--- config.mk ---
export PLATFORM = sky130hd
export DESIGN_NAME = fpu_mul_arbiter_flat
export DESIGN_NICKNAME = d
export VERILOG_FILES = /design/src/rtl/fpu_mul_arbiter_if.sv /design/src/rtl/fpu_mul_arbiter.sv /design/src/flat_wrapper.sv
export SDC_FILE = /design/constraint.sdc
export NUM_CORES = 1
export LEC_CHECK = 0
export CAP_MARGIN = 20
export CORE_ASPECT_RATIO = 0.75
export CORE_MARGIN = 5
export CORE_UTILIZATION = 35
export CTS_BUF_LIST = sky130_fd_sc_hd__clkbuf_2 sky130_fd_sc_hd__clkbuf_4 sky130_fd_sc_hd__clkbuf_8
export DETAILED_ROUTE_END_ITERATION = 10
export GPL_ROUTABILITY_DRIVEN = 0
export SKIP_LAST_GASP = 1
export SLEW_MARGIN = 20
export SYNTH_ARGS = -nofsm -noshare
export SYNTH_HDL_FRONTEND = slang
export SYNTH_SLANG_ARGS = --single-unit
--- constraint.sdc ---
create_clock -name clk -period 21.9 [get_ports clk]
set_input_delay 4.38 -clock clk [delete_from_list [all_inputs] [get_ports clk]]
set_output_delay 4.38 -clock clk [all_outputs]
set_load 0.005 [all_outputs]
--- src/rtl/fpu_mul_arbiter_if.sv ---
// Request/response channels for both requesters of fpu_mul_arbiter plus the busy flag.
interface fpu_mul_arbiter_if;
    logic [15:0] i_a0;
    logic [15:0] i_b0;
    logic        i_vld0;
    logic        o_rdy0;
    logic [15:0] o_res0;
    logic        o_res_vld0;
    logic        o_ovf0;
    logic        i_res_rdy0;
    logic [15:0] i_a1;
    logic [15:0] i_b1;
    logic        i_vld1;
    logic        o_rdy1;
    logic [15:0] o_res1;
    logic        o_res_vld1;
    logic        o_ovf1;
    logic        i_res_rdy1;
    logic        o_busy;

    modport slave (
        input  i_a0, i_b0, i_vld0, i_res_rdy0,
        input  i_a1, i_b1, i_vld1, i_res_rdy1,
        output o_rdy0, o_res0, o_res_vld0, o_ovf0,
        output o_rdy1, o_res1, o_res_vld1, o_ovf1,
        output o_busy
    );

    modport master (
        output i_a0, i_b0, i_vld0, i_res_rdy0,
        output i_a1, i_b1, i_vld1, i_res_rdy1,
        input  o_rdy0, o_res0, o_res_vld0, o_ovf0,
        input  o_rdy1, o_res1, o_res_vld1, o_ovf1,
        input  o_busy
    );
endinterface

--- src/rtl/fpu_mul_arbiter.sv ---
// Round-robin arbiter sharing one combinational FP16 multiplier between two requesters.
// Optional per-port overflow counters are built when FPU_MUL_STATS_EN is defined.

// FP16 multiply, round-to-nearest-even; subnormal inputs and results flush to signed zero.
module multiplier_fpu (
    input  logic [15:0] i_a,
    input  logic [15:0] i_b,
    input  logic        i_vld,
    output logic [15:0] o_res,
    output logic        o_ovf
);
    logic              w_sign;
    logic              w_a_nan, w_b_nan, w_a_inf, w_b_inf, w_a_zero, w_b_zero;
    logic [21:0]       w_sig_a, w_sig_b, w_prod;
    logic [10:0]       w_mant;
    logic              w_guard, w_sticky;
    logic [11:0]       w_mant_rnd;
    logic signed [7:0] w_exp_pre, w_exp_post;

    // Operand classification, significand product, normalisation and rounding
    always_comb begin
        w_sign   = i_a[15] ^ i_b[15];
        w_a_nan  = (i_a[14:10] == 5'h1f) && (i_a[9:0] != 10'h000);
        w_b_nan  = (i_b[14:10] == 5'h1f) && (i_b[9:0] != 10'h000);
        w_a_inf  = (i_a[14:10] == 5'h1f) && (i_a[9:0] == 10'h000);
        w_b_inf  = (i_b[14:10] == 5'h1f) && (i_b[9:0] == 10'h000);
        w_a_zero = (i_a[14:10] == 5'h00);
        w_b_zero = (i_b[14:10] == 5'h00);
        w_sig_a  = {11'd0, 1'b1, i_a[9:0]};
        w_sig_b  = {11'd0, 1'b1, i_b[9:0]};
        w_prod   = w_sig_a * w_sig_b;
        if (w_prod[21]) begin
            w_mant   = w_prod[21:11];
            w_guard  = w_prod[10];
            w_sticky = |w_prod[9:0];
        end else begin
            w_mant   = w_prod[20:10];
            w_guard  = w_prod[9];
            w_sticky = |w_prod[8:0];
        end
        w_exp_pre  = $signed({3'b000, i_a[14:10]}) + $signed({3'b000, i_b[14:10]}) - 8'sd15
                   + (w_prod[21] ? 8'sd1 : 8'sd0);
        w_mant_rnd = {1'b0, w_mant} + {11'd0, w_guard & (w_sticky | w_mant[0])};
        w_exp_post = w_exp_pre + (w_mant_rnd[11] ? 8'sd1 : 8'sd0);

        o_res = 16'h0000;
        o_ovf = 1'b0;
        if (!i_vld) begin
            o_res = 16'h0000;
            o_ovf = 1'b0;
        end else if (w_a_nan || w_b_nan || (w_a_inf && w_b_zero) || (w_b_inf && w_a_zero)) begin
            o_res = 16'h7e00;
            o_ovf = 1'b1;
        end else if (w_a_inf || w_b_inf) begin
            o_res = {w_sign, 15'h7c00};
            o_ovf = 1'b1;
        end else if (w_a_zero || w_b_zero || (w_exp_pre < 8'sd1)) begin
            o_res = {w_sign, 15'h0000};
            o_ovf = 1'b0;
        end else if (w_exp_post > 8'sd30) begin
            o_res = {w_sign, 15'h7c00};
            o_ovf = 1'b1;
        end else begin
            o_res = {w_sign, w_exp_post[4:0], (w_mant_rnd[11] ? w_mant_rnd[10:1] : w_mant_rnd[9:0])};
            o_ovf = 1'b0;
        end
    end
endmodule

module fpu_mul_arbiter #(
    parameter int RR_INIT = 0,
    parameter int STAT_W  = 16
) (
    input  logic                clk,
    input  logic                rst,
    fpu_mul_arbiter_if.slave    bus
`ifdef FPU_MUL_STATS_EN
    ,
    output logic [STAT_W-1:0]   o_ovf_cnt0,
    output logic [STAT_W-1:0]   o_ovf_cnt1
`endif
);
    typedef enum logic [1:0] {
        ST_IDLE = 2'd0,
        ST_EXEC = 2'd1,
        ST_RESP = 2'd2
    } state_t;

    localparam logic L_PRIO_INIT = (RR_INIT != 0);

    state_t      r_state, w_state_nxt;
    logic        r_prio, r_owner;
    logic [15:0] r_opa, r_opb;
    logic [15:0] r_res0, r_res1;
    logic        r_ovf0, r_ovf1, r_res_vld0, r_res_vld1;
    logic        w_rdy0, w_rdy1, w_mul_vld, w_mul_ovf, w_resp_done;
    logic [15:0] w_mul_res;

    multiplier_fpu u_mul (
        .i_a   (r_opa),
        .i_b   (r_opb),
        .i_vld (w_mul_vld),
        .o_res (w_mul_res),
        .o_ovf (w_mul_ovf)
    );

    assign w_resp_done    = (r_state == ST_RESP) && (r_owner ? bus.i_res_rdy1 : bus.i_res_rdy0);
    assign bus.o_rdy0     = w_rdy0;
    assign bus.o_rdy1     = w_rdy1;
    assign bus.o_res0     = r_res0;
    assign bus.o_res1     = r_res1;
    assign bus.o_ovf0     = r_ovf0;
    assign bus.o_ovf1     = r_ovf1;
    assign bus.o_res_vld0 = r_res_vld0;
    assign bus.o_res_vld1 = r_res_vld1;
    assign bus.o_busy     = (r_state != ST_IDLE);

    // Grant selection and next state; requests are only accepted in IDLE
    always_comb begin
        w_state_nxt = r_state;
        w_rdy0      = 1'b0;
        w_rdy1      = 1'b0;
        w_mul_vld   = 1'b0;
        case (r_state)
            ST_IDLE: begin
                w_rdy0 = bus.i_vld0 && (!bus.i_vld1 || !r_prio);
                w_rdy1 = bus.i_vld1 && (!bus.i_vld0 || r_prio);
                if (w_rdy0 || w_rdy1) begin
                    w_state_nxt = ST_EXEC;
                end else begin
                    w_state_nxt = ST_IDLE;
                end
            end
            ST_EXEC: begin
                w_mul_vld   = 1'b1;
                w_state_nxt = ST_RESP;
            end
            ST_RESP: begin
                if (w_resp_done) begin
                    w_state_nxt = ST_IDLE;
                end else begin
                    w_state_nxt = ST_RESP;
                end
            end
            default: w_state_nxt = ST_IDLE;
        endcase
    end

    // State, priority, owner and operand capture on the accept edge
    always_ff @(posedge clk or posedge rst) begin
        if (rst) begin
            r_state <= ST_IDLE;
            r_prio  <= L_PRIO_INIT;
            r_owner <= 1'b0;
            r_opa   <= 16'h0000;
            r_opb   <= 16'h0000;
        end else begin
            r_state <= w_state_nxt;
            if (w_rdy0 || w_rdy1) begin
                r_opa   <= w_rdy1 ? bus.i_a1 : bus.i_a0;
                r_opb   <= w_rdy1 ? bus.i_b1 : bus.i_b0;
                r_owner <= w_rdy1;
                if (bus.i_vld0 && bus.i_vld1) begin
                    r_prio <= w_rdy0;
                end
            end
        end
    end

    // Result capture into the owner's outputs, cleared again by the response handshake
    always_ff @(posedge clk or posedge rst) begin
        if (rst) begin
            r_res0     <= 16'h0000;
            r_res1     <= 16'h0000;
            r_ovf0     <= 1'b0;
            r_ovf1     <= 1'b0;
            r_res_vld0 <= 1'b0;
            r_res_vld1 <= 1'b0;
        end else if (r_state == ST_EXEC) begin
            if (r_owner) begin
                r_res1     <= w_mul_res;
                r_ovf1     <= w_mul_ovf;
                r_res_vld1 <= 1'b1;
            end else begin
                r_res0     <= w_mul_res;
                r_ovf0     <= w_mul_ovf;
                r_res_vld0 <= 1'b1;
            end
        end else if (w_resp_done) begin
            r_res0     <= 16'h0000;
            r_res1     <= 16'h0000;
            r_ovf0     <= 1'b0;
            r_ovf1     <= 1'b0;
            r_res_vld0 <= 1'b0;
            r_res_vld1 <= 1'b0;
        end
    end

`ifdef FPU_MUL_STATS_EN
    localparam logic [STAT_W-1:0] L_CNT_ONE = {{(STAT_W-1){1'b0}}, 1'b1};

    logic [STAT_W-1:0] r_cnt0, r_cnt1;

    assign o_ovf_cnt0 = r_cnt0;
    assign o_ovf_cnt1 = r_cnt1;

    // Saturating overflow event counters, bumped when a flagged result is captured
    always_ff @(posedge clk or posedge rst) begin
        if (rst) begin
            r_cnt0 <= {STAT_W{1'b0}};
            r_cnt1 <= {STAT_W{1'b0}};
        end else if ((r_state == ST_EXEC) && w_mul_ovf) begin
            if (!r_owner && !(&r_cnt0)) begin
                r_cnt0 <= r_cnt0 + L_CNT_ONE;
            end
            if (r_owner && !(&r_cnt1)) begin
                r_cnt1 <= r_cnt1 + L_CNT_ONE;
            end
        end
    end
`endif
endmodule
--- src/flat_wrapper.sv ---
// flat-port wrapper written by rule: the top's interface ports become plain ports
module fpu_mul_arbiter_flat 
#(
    parameter int RR_INIT = 0,
    parameter int STAT_W  = 16
)
  (clk, rst, bus_i_a0, bus_i_b0, bus_i_vld0, bus_i_res_rdy0, bus_i_a1, bus_i_b1, bus_i_vld1, bus_i_res_rdy1, bus_o_rdy0, bus_o_res0, bus_o_res_vld0, bus_o_ovf0, bus_o_rdy1, bus_o_res1, bus_o_res_vld1, bus_o_ovf1, bus_o_busy);
  fpu_mul_arbiter_if bus_i ();
  input  logic clk;
  input  logic rst;
  input wire logic [$bits(bus_i.i_a0)-1:0] bus_i_a0;
  input wire logic [$bits(bus_i.i_b0)-1:0] bus_i_b0;
  input wire logic [$bits(bus_i.i_vld0)-1:0] bus_i_vld0;
  input wire logic [$bits(bus_i.i_res_rdy0)-1:0] bus_i_res_rdy0;
  input wire logic [$bits(bus_i.i_a1)-1:0] bus_i_a1;
  input wire logic [$bits(bus_i.i_b1)-1:0] bus_i_b1;
  input wire logic [$bits(bus_i.i_vld1)-1:0] bus_i_vld1;
  input wire logic [$bits(bus_i.i_res_rdy1)-1:0] bus_i_res_rdy1;
  output wire logic [$bits(bus_i.o_rdy0)-1:0] bus_o_rdy0;
  output wire logic [$bits(bus_i.o_res0)-1:0] bus_o_res0;
  output wire logic [$bits(bus_i.o_res_vld0)-1:0] bus_o_res_vld0;
  output wire logic [$bits(bus_i.o_ovf0)-1:0] bus_o_ovf0;
  output wire logic [$bits(bus_i.o_rdy1)-1:0] bus_o_rdy1;
  output wire logic [$bits(bus_i.o_res1)-1:0] bus_o_res1;
  output wire logic [$bits(bus_i.o_res_vld1)-1:0] bus_o_res_vld1;
  output wire logic [$bits(bus_i.o_ovf1)-1:0] bus_o_ovf1;
  output wire logic [$bits(bus_i.o_busy)-1:0] bus_o_busy;
  assign bus_i.i_a0 = bus_i_a0;
  assign bus_i.i_b0 = bus_i_b0;
  assign bus_i.i_vld0 = bus_i_vld0;
  assign bus_i.i_res_rdy0 = bus_i_res_rdy0;
  assign bus_i.i_a1 = bus_i_a1;
  assign bus_i.i_b1 = bus_i_b1;
  assign bus_i.i_vld1 = bus_i_vld1;
  assign bus_i.i_res_rdy1 = bus_i_res_rdy1;
  assign bus_o_rdy0 = bus_i.o_rdy0;
  assign bus_o_res0 = bus_i.o_res0;
  assign bus_o_res_vld0 = bus_i.o_res_vld0;
  assign bus_o_ovf0 = bus_i.o_ovf0;
  assign bus_o_rdy1 = bus_i.o_rdy1;
  assign bus_o_res1 = bus_i.o_res1;
  assign bus_o_res_vld1 = bus_i.o_res_vld1;
  assign bus_o_ovf1 = bus_i.o_ovf1;
  assign bus_o_busy = bus_i.o_busy;
  fpu_mul_arbiter #(.RR_INIT(RR_INIT), .STAT_W(STAT_W)) u_core (.clk(clk), .rst(rst), .bus(bus_i));
endmodule
==> flow_summary_export.csv <==
group,metric,value,unit
timing,tns,0,ns
cts,cts_made_buffers,9,
die,initial_core_util,35.3,%
min_path,min-delay-start,"u_core.bus.o_res0[4]$_DFFE_PP0P_",
synth,netlist_area,8420,um2
synth,synth.most_common_cell,"nand2_1",
placement,port_buffers,108,
placement,detailed_place_hpwl,16.9,mm
timing,slew_viol_final,0,
cts,cts.repair.resized,0,
global_route,grt_pass1_vias,6785,
timing,hold_viol,0,
timing,relSlewSlack,34.4,%
synth,synth_nets,1218,
timing,worstMarginPinSlew,0.984,ns
outcome,outcome,"completed",
critical_path,timing.rr.end,"u_core.bus.o_res1[6]$_DFFE_PP0P_",
synth,synth-seq-cells,72,
die,rows,49,
timing,finClkSkew,0.0124,ns
route,finalWirelength,21.3,mm
synth,synth.top_cell.area_share,21.4,%
cells_and_area,syn2layout_area_growth,18.4,%
global_route,grt-ovfl-total,0,
cts,cts_tree,"done",
route,postRouteAntennaNets,0,
synth,yosys-top-cells-area,"dfrtp_1 21%, fa_1 19%, ha_1 11%",
timing,period_minus_slack,10.70,ns
synth,synthTopCellsByCount,"161 x nand2_1, 139 x inv_1, 86 x nor2_1",
synth,netlist_instances,994,
global_route,grt_usage,15.8,%
synth,synthArstFlopShare,100,%
critical_path,cp.required,17.52,ns
die,die_height,144,um
cts,clockBufferDepth,2,
route,drt_iter0_drc,402,
die,dieArea,27300,um2
synth,postSynthAreaPerCell,8.47,um2
global_route,grt_pass1_wl,35.5,mm
critical_path,critical_path_class,"input pin to primary output",
global_route,grt_max_degree,73,
synth,synth_top_area_cell,"dfrtp_1",
route,drc,0,
synth,synth_edf_count,0,
job,maxCapViolCount,0,
critical_path,worstSetupStartpointType,"input pin",
min_path,whs_endpoint,"u_core.bus.o_res0[4]$_DFFE_PP0P_",
cts,htreeDepth,3,
timing,setup_viol,0,
cells_and_area,fin_nets,1299,
die,dieWidth,189,um
synth,ys.warnings.count,0,
timing,fin_crit_sh,48.9,%
route,firstDrtPassIters,5,
cells_and_area,drive_gt1_share,5.37,%
critical_path,critical_path.max_fanout,34,
route,via_count,6892,
critical_path,endpoint_kind,"primary output",
critical_path,cp_data_arrival_time,6.32,ns
timing,rsz0062_at_grt,"false",
critical_path,r2r-start,"u_core.r_opa[8]$_DFFE_PP0P_",
cts,clock_latency,0.36,ns
cts,clkSinkCount,72,
die,core,23800,um2
min_path,hold_path_depth,2,
cts,path_clk_slew,0.09,ns
cts,clockRootBuffer,"clkbuf_8",
global_route,antenna_found_initial,0,
route,vias_per_cell,4.97,
route,wl_per_cell,15.4,um
cts,post_cts_buffers,0,
synth,synth.distinct_cells,73,
critical_path,r2r_slack,12.62,ns
cts,holdBufCountCts,0,
timing,fmax,93.5,MHz
critical_path,worstRegToRegCells,29,
min_path,hp-class,"flop to flop",
cells_and_area,antennaDiodeCount,0,
cells_and_area,fillers,2389,
synth,yosysSeqAreaShare,21.4,%
synth,synth_ff_type,"dfrtp_1",
die,ios,109,
## placed cells by master, fill, tap and decap left out, types with 9 or more instances in the layout
master / count
nand2_1: 161
inv_1: 138
clkdlybuf4s50_1: 108
nor2_1: 85
fa_1: 81
ha_1: 73
dfrtp_1: 72
and2_1: 44
a31oi_1: 38
a21oi_1: 27
xnor2_1: 26
o21ai_0: 24
nand3_1: 16
xor2_1: 14
mux2_2: 14
a21o_1: 11
nor3_1: 10
o31ai_1: 10
clkbuf_8: 9
## worst max-delay path: stages
cell	delay, ns
clkdlybuf4s50_1	0.47
nand2b_1	0.10
nand3_1	0.08
buf_4	0.26
inv_1	0.09
buf_4	0.35
clkdlybuf4s50_1	0.59
## worst max path at each step
| stage | start | end | slack, ns | cells past startpoint |
|---|---|---|---|---|
| finish | bus_i_vld0 | bus_o_rdy1 | 11.20 | 7 |
| global placement | bus_i_vld0 | bus_o_rdy1 | 11.22 | 7 |
| detailed placement | bus_i_vld0 | bus_o_rdy1 | 11.20 | 7 |
| global route | bus_i_vld0 | bus_o_rdy1 | 11.02 | 7 |
| CTS | bus_i_vld0 | bus_o_rdy1 | 11.20 | 7 |
| floorplan | bus_i_vld0 | bus_o_rdy1 | 12.48 | 4 |
## final cells by class
| class | instances | area, um2 | area share, % |
|---|---|---|---|
| clock inverter | 6 | 67.6 | 0.677 |
| tap | 306 | 383 | 3.84 |
| inverter | 140 | 526 | 5.27 |
| clock buffer | 10 | 131 | 1.32 |
| sequential | 72 | 1800 | 18.1 |
| timing repair buffer | 114 | 1130 | 11.3 |
| multi-input combinational | 738 | 5940 | 59.5 |
## logic make-up (layout without fill, tap and decap cells)
kind of cell | count (synthesis) | in the layout | synth area share (%)
AND/OR/NAND/NOR | 359 | 359 | 19.8
buffers and inverters | 184 | 270 | 8.20
AO/OA/AOI/OAI | 165 | 165 | 13.8
adder cells (fa/ha/maj) | 154 | 154 | 30.1
flip-flops | 72 | 72 | 21.4
XOR/XNOR | 40 | 40 | 4.16
multiplexers | 20 | 20 | 2.60
## sequential cells by signal, summed over array words and instances, names as in the netlist, 2 cells and up
| signal | flops |
|---|---|
| u_core.bus.o_res0 | 16 |
| u_core.r_state | 2 |
| u_core.r_opa | 16 |
| u_core.bus.o_res1 | 16 |
| u_core.r_opb | 16 |
## through the flow
stage | hold slack [ns] | utilization, % | cells | instance area [um2] | setup WS, ns
3_3_place_gp | 0.465 | 41.0 | 1370 | 9770 | 11.22
3_5_place_dp | 0.467 | 41.0 | 1370 | 9770 | 11.20
2_1_floorplan | 0.458 | - | 994 | 8420 | 12.48
6_report | 0.484 | 41.8 | 1386 | 9970 | 11.20
4_1_cts | 0.488 | 41.8 | 1386 | 9970 | 11.20
5_1_grt | 0.533 | 41.8 | 1386 | 9970 | 11.02
## metal layers
layer / track usage [%] / up-vias / wire length [um]
met5: 0 / - / 0
met4: 2.38 / 0 / 208
met3: 3.43 / 16 / 941
met2: 22.7 / 148 / 8740
met1: 24.8 / 3310 / 11400
li1: - / 3418 / -
Power is not shown: default switching activity piles up to over one toggle a cycle in this logic, so the estimate is an artifact.
